### config.mk
export PLATFORM = sky130hd
export DESIGN_NAME = flash_sample_prefetch
export DESIGN_NICKNAME = d
export VERILOG_FILES = /design/src/rtl/flash_sample_prefetch.sv
export SDC_FILE = /design/constraint.sdc
export NUM_CORES = 1
export LEC_CHECK = 0
export CAP_MARGIN = 20
export CORE_UTILIZATION = 60
export DETAILED_ROUTE_END_ITERATION = 8
export MAX_ROUTING_LAYER = met4
export PLACE_DENSITY = 0.81
export SLEW_MARGIN = 40
export SYNTH_ARGS = -nofsm -noshare
export SYNTH_HDL_FRONTEND = slang
export SYNTH_SLANG_ARGS = --single-unit
### constraint.sdc
create_clock -name clk_i -period 13 [get_ports clk_i]
set_input_delay 3.9 -clock clk_i [delete_from_list [all_inputs] [get_ports clk_i]]
set_output_delay 3.9 -clock clk_i [all_outputs]
set_load 0.05 [all_outputs]
### src/rtl/flash_sample_prefetch.sv
// flash_sample_prefetch: walks a circular flash window into a small FIFO and hands one stereo word per sample request.
module flash_sample_prefetch #(
  parameter logic [23:0] BASE_ADDR  = 24'h000000,
  parameter logic [23:0] SIZE_BYTES = 24'h0ea600,
  parameter int          DEPTH      = 8,
  parameter bit          SWAP_BYTES = 1'b0
) (
  input  logic                     clk_i,
  input  logic                     rst_i,
  input  logic                     enable_i,
  output logic                     flash_valid_o,
  output logic [23:0]              flash_addr_o,
  input  logic                     flash_ready_i,
  input  logic [31:0]              flash_rdata_i,
  input  logic                     sample_req_i,
  output logic [31:0]              sample_o,
  output logic [$clog2(DEPTH):0]   level_o,
  output logic                     wrap_o,
  output logic [15:0]              underrun_cnt_o
);
  localparam int AW = $clog2(DEPTH);
  localparam logic [AW:0] FULL = (AW+1)'(DEPTH);
  localparam logic [23:0] LAST_ADDR = BASE_ADDR + SIZE_BYTES - 24'd4;
  typedef enum logic {IDLE, FETCH} state_t;
  state_t state_q, state_d;
  logic [31:0] mem_q [DEPTH];
  logic [AW-1:0] wptr_q, rptr_q;
  logic [AW:0] count_q, count_d;
  logic [23:0] addr_q;
  logic [31:0] sample_q, push_word;
  logic [15:0] unr_q;
  logic wrap_q, push, pop;
  assign push = state_q == FETCH && flash_ready_i;
  assign pop = sample_req_i && count_q != '0;
  assign push_word = SWAP_BYTES ? {flash_rdata_i[23:16], flash_rdata_i[31:24], flash_rdata_i[7:0], flash_rdata_i[15:8]}
                                : flash_rdata_i;
  always_comb begin
    state_d = state_q == IDLE ? ((enable_i && count_q < FULL) ? FETCH : IDLE)
                              : (flash_ready_i ? IDLE : FETCH);
    count_d = count_q + {{AW{1'b0}}, push} - {{AW{1'b0}}, pop};
  end
  always_ff @(posedge clk_i) begin
    if (rst_i) begin
      state_q  <= IDLE;
      addr_q   <= BASE_ADDR;
      wptr_q   <= '0;
      rptr_q   <= '0;
      count_q  <= '0;
      sample_q <= '0;
      wrap_q   <= 1'b0;
      unr_q    <= '0;
    end else begin
      state_q <= state_d;
      count_q <= count_d;
      wrap_q  <= push && addr_q == LAST_ADDR;
      if (push) begin
        wptr_q <= wptr_q + AW'(1);
        addr_q <= addr_q == LAST_ADDR ? BASE_ADDR : addr_q + 24'd4;
      end
      if (pop) rptr_q <= rptr_q + AW'(1);
      // an empty FIFO mutes the output; a same-cycle push never bypasses
      if (sample_req_i) sample_q <= pop ? mem_q[rptr_q] : '0;
      if (sample_req_i && !pop && unr_q != 16'hFFFF) unr_q <= unr_q + 16'd1;
    end
  end
  always_ff @(posedge clk_i) begin
    if (push) mem_q[wptr_q] <= push_word;
  end
  assign flash_valid_o  = state_q == FETCH;
  assign flash_addr_o   = addr_q;
  assign sample_o       = sample_q;
  assign level_o        = count_q;
  assign wrap_o         = wrap_q;
  assign underrun_cnt_o = unr_q;
  no_overflow: assert property (@(posedge clk_i) disable iff (rst_i) !(push && count_q == FULL))
    else $error("push into full FIFO");
endmodule

==> reports/results.txt <==
XOR/XNOR Fraction of Synth Area -> 0.01011
Core Footprint -> 21150 um^2
die area -> 22250 um^2
final hold violations -> 0
most frequent cells after synthesis -> edfxtp_1, dfxtp_1, mux4_2
Cell Area, Placed -> 14630 um^2
vias in the first global route -> 7536
Slew Limit Fails -> 0
final setup skew -> 0.01017 ns
Overflow after GRT -> 0
share of layout cells above drive strength 1 -> 0.1681
fmax -> 168.3 MHz
CTS Sinks -> 341
largest family of logic cells by synthesized area -> multiplexers
CP Capture Type -> flop
max-cap viol count -> 0
worst setup margin -> 7.058 ns
post-synthesis register bit count -> 341
CTS tree -> done
end of the worst hold path -> sample_o[6]$_SDFFE_PP0P_
die width -> 149.2 um
Area Growth Syn to Fin -> 21.05%
worst path cell trace -> clkdlybuf4s50_1 > nor4bb_2 > nand4b_1 > or4_1 > a21oi_1
hold-critical path depth -> 1
sequential element share of the synthesized area -> 0.7226
Slew @ Worst Pin -> 0.8176 ns
synth top area cells -> edfxtp_1, dfxtp_1, mux4_2
First DRT Iteration DRCs -> 592
min-delay src -> sample_o[6]$_SDFFE_PP0P_
Fillers -> 1183
Initial Utilization -> 0.6142
RSZ-0062 raised after global routing -> no
Post-Syn Area -> 12990 um^2
die height -> 149.2 um
Final #Nets -> 926
fin area -> 15730 um^2
Final Power -> 2.727 mW
max incr delay on CP -> 0.65 ns
ant diodes -> 0
Post-route DRC -> 0
post_cts resized -> 0
Buf+Inv Stages, Crit Path -> 1
Compound-Gate Fraction of Synth Area -> 0.05046
clk slew on worst S/H paths -> 0.06 ns
number of distinct library cells after synthesis -> 49
Setup-failing EPs final -> 0
Placer Congestion -> 0.9096
worst skew pair latency -> 0.51 ns
largest net degree at the start of global routing -> 65
I/O pins -> 115
Total Wirelength -> 27.55 mm
Max clock buf depth -> 3
first-pass GRT wire length -> 42.50 mm
Worst path top cell family by delay -> simple AND/OR/NAND/NOR gates
Total GRT Usage -> 0.2648
clk root buf -> clkbuf_16
crit share post-route -> 0.4571
pre-CTS setup slack -> 6.577 ns
CP required -> 13.42 ns
peak supply drop -> 0.1542 mV
Post-synth EDFFs -> 256
Min-Delay Path Class -> reg -> reg
detail-routed via count per cell -> 6.318
Port-buffer cells -> 112
Post CTS Setup Buffer Count -> 0
# rows -> 53
Worst slew margin -> 0.4549
Tmin final -> 5.942 ns
worst r2r dst -> level_o[3]$_SDFF_PP0_
crit path DAT -> 6.37 ns
setup_tns -> 0 ns
CTS Hold Bufs -> 0
CTS Buf Count -> 35
multiplexer share of the synthesized area -> 0.1134
reg2reg path depth -> 12
WS Path Type -> in -> reg
post-synth top area share -> 0.5916
mean post-synth cell area -> 17.37 um^2
highest-delay cell along the critical path -> nor4bb_2
ys flop type -> edfxtp_1
fraction of registers with async set/reset -> 0
Syn Inst Count -> 748
simple logic cell fraction of the synthesized area -> 0.07703
DPL Wire Length -> 15.63 mm
CTS HTree Levels -> 2
hold_ws -> 0.4834 ns
LEAKAGE -> 4.986 nW
Avg WL per Cell -> 23.37 um
R2R Path Start -> level_o[2]$_SDFF_PP0_
Yosys top cell by area -> edfxtp_1
via count -> 7449
Adder-Cell Fraction of Synth Area -> 0.01021
initial antenna violation count -> 0
CP Launch Type -> input pin
outcome -> finished clean
1st-pass router iterations -> 7
Worst Path Max Fanout -> 9
synth warn -> 0
reg2reg setup slack -> 10.45 ns
count leader, synth -> edfxtp_1
post-route ant nets -> 0
ratio of total power to cell area -> 173.4 nW/um^2
## how the worst max path moves through the flow
stage | start | endpoint | slack [ns] | cells past startpoint
after global routing | sample_req_i | underrun_cnt_o[9]$_SDFFE_PP0P_ | 6.85 | 5
after CTS | sample_req_i | underrun_cnt_o[11]$_SDFFE_PP0P_ | 7.09 | 5
after detailed placement | sample_req_i | underrun_cnt_o[11]$_SDFFE_PP0P_ | 6.58 | 5
after floorplan | flash_ready_i | mem_q[0][0]$_DFFE_PP_ | 4.91 | 5
after global placement | sample_req_i | underrun_cnt_o[13]$_SDFFE_PP0P_ | 6.41 | 5
final | sample_req_i | underrun_cnt_o[9]$_SDFFE_PP0P_ | 7.06 | 5
## area by class of cell
type / instances / area, um^2 / share of cell area
tap: 275 / 344.1 / 0.02188
multi-input combinational: 358 / 3478 / 0.2211
timing repair buffer: 130 / 1366 / 0.08687
clock inverter: 14 / 142.6 / 0.009069
inverter: 13 / 48.80 / 0.003102
sequential: 341 / 9394 / 0.5972
clock buffer: 48 / 954.7 / 0.06070
## registers in the layout (all words and copies together) (netlist names), named ones only
register and flops:
flash_valid_o 1, rptr_q 3, mem_q 256, underrun_cnt_o 16
wrap_o 1, flash_addr_o 22, level_o 4, sample_o 32
wptr_q 3
## routing by layer
metal / vias to the layer above / GRT usage / share of wire
met4: 0 / 0.08469 / 0.023
met5: - / - / 0
met2: 331 / 0.4326 / 0.51
li1: 3265 / - / -
met1: 3796 / 0.3426 / 0.40
met3: 57 / 0.04343 / 0.062
## report_power, final
| group | leakage (nW) | switching (mW) | internal, mW |
|---|---|---|---|
| sequential | 3.00 | 0.0461 | 1.22 |
| clock | 0.539 | 0.395 | 0.573 |
| combinational | 1.45 | 0.271 | 0.224 |
| total | 4.99 | 0.712 | 2.02 |
## cell usage in the layout (no fill, tap or decap), types with 3 or more instances in the layout
cell type and count:
or3_1 13, xnor2_1 4, and2_1 3, bufinv_16 3, mux4_2 64, nor2_4 4, clkbuf_16 35, clkbuf_8 3
dfxtp_1 83, buf_8 3, xor2_1 11, o21ai_0 15, nor2b_1 38, buf_16 4, edfxtp_1 256, nand3_1 15
buf_4 9, nand2b_1 3, nor2_1 25, clkdlybuf4s50_1 112, o31ai_1 7, nor3_2 5, inv_1 13, nand4_1 13
clkbuf_1 10, a221o_1 32, ha_1 9, or4_1 9, a21oi_1 29, nor4b_1 3, clkinv_2 5, clkinv_1 5
and4_1 5, nand2_1 21
## stage by stage
step | util | instances
2_1_floorplan | - | 749
3_3_place_gp | 0.6833 | 1110
3_5_place_dp | 0.6917 | 1117
4_1_cts | 0.7435 | 1179
5_1_grt | 0.7435 | 1179
6_report | 0.7435 | 1179
## cell families after synthesis
logic type,count (synthesis)
flops,341
simple gates,174
compound gates,90
mux,67
buf+inv,50
xor+xnor,15
fa+ha+maj,10
other cells,1
(Power assumes the default switching activity.)
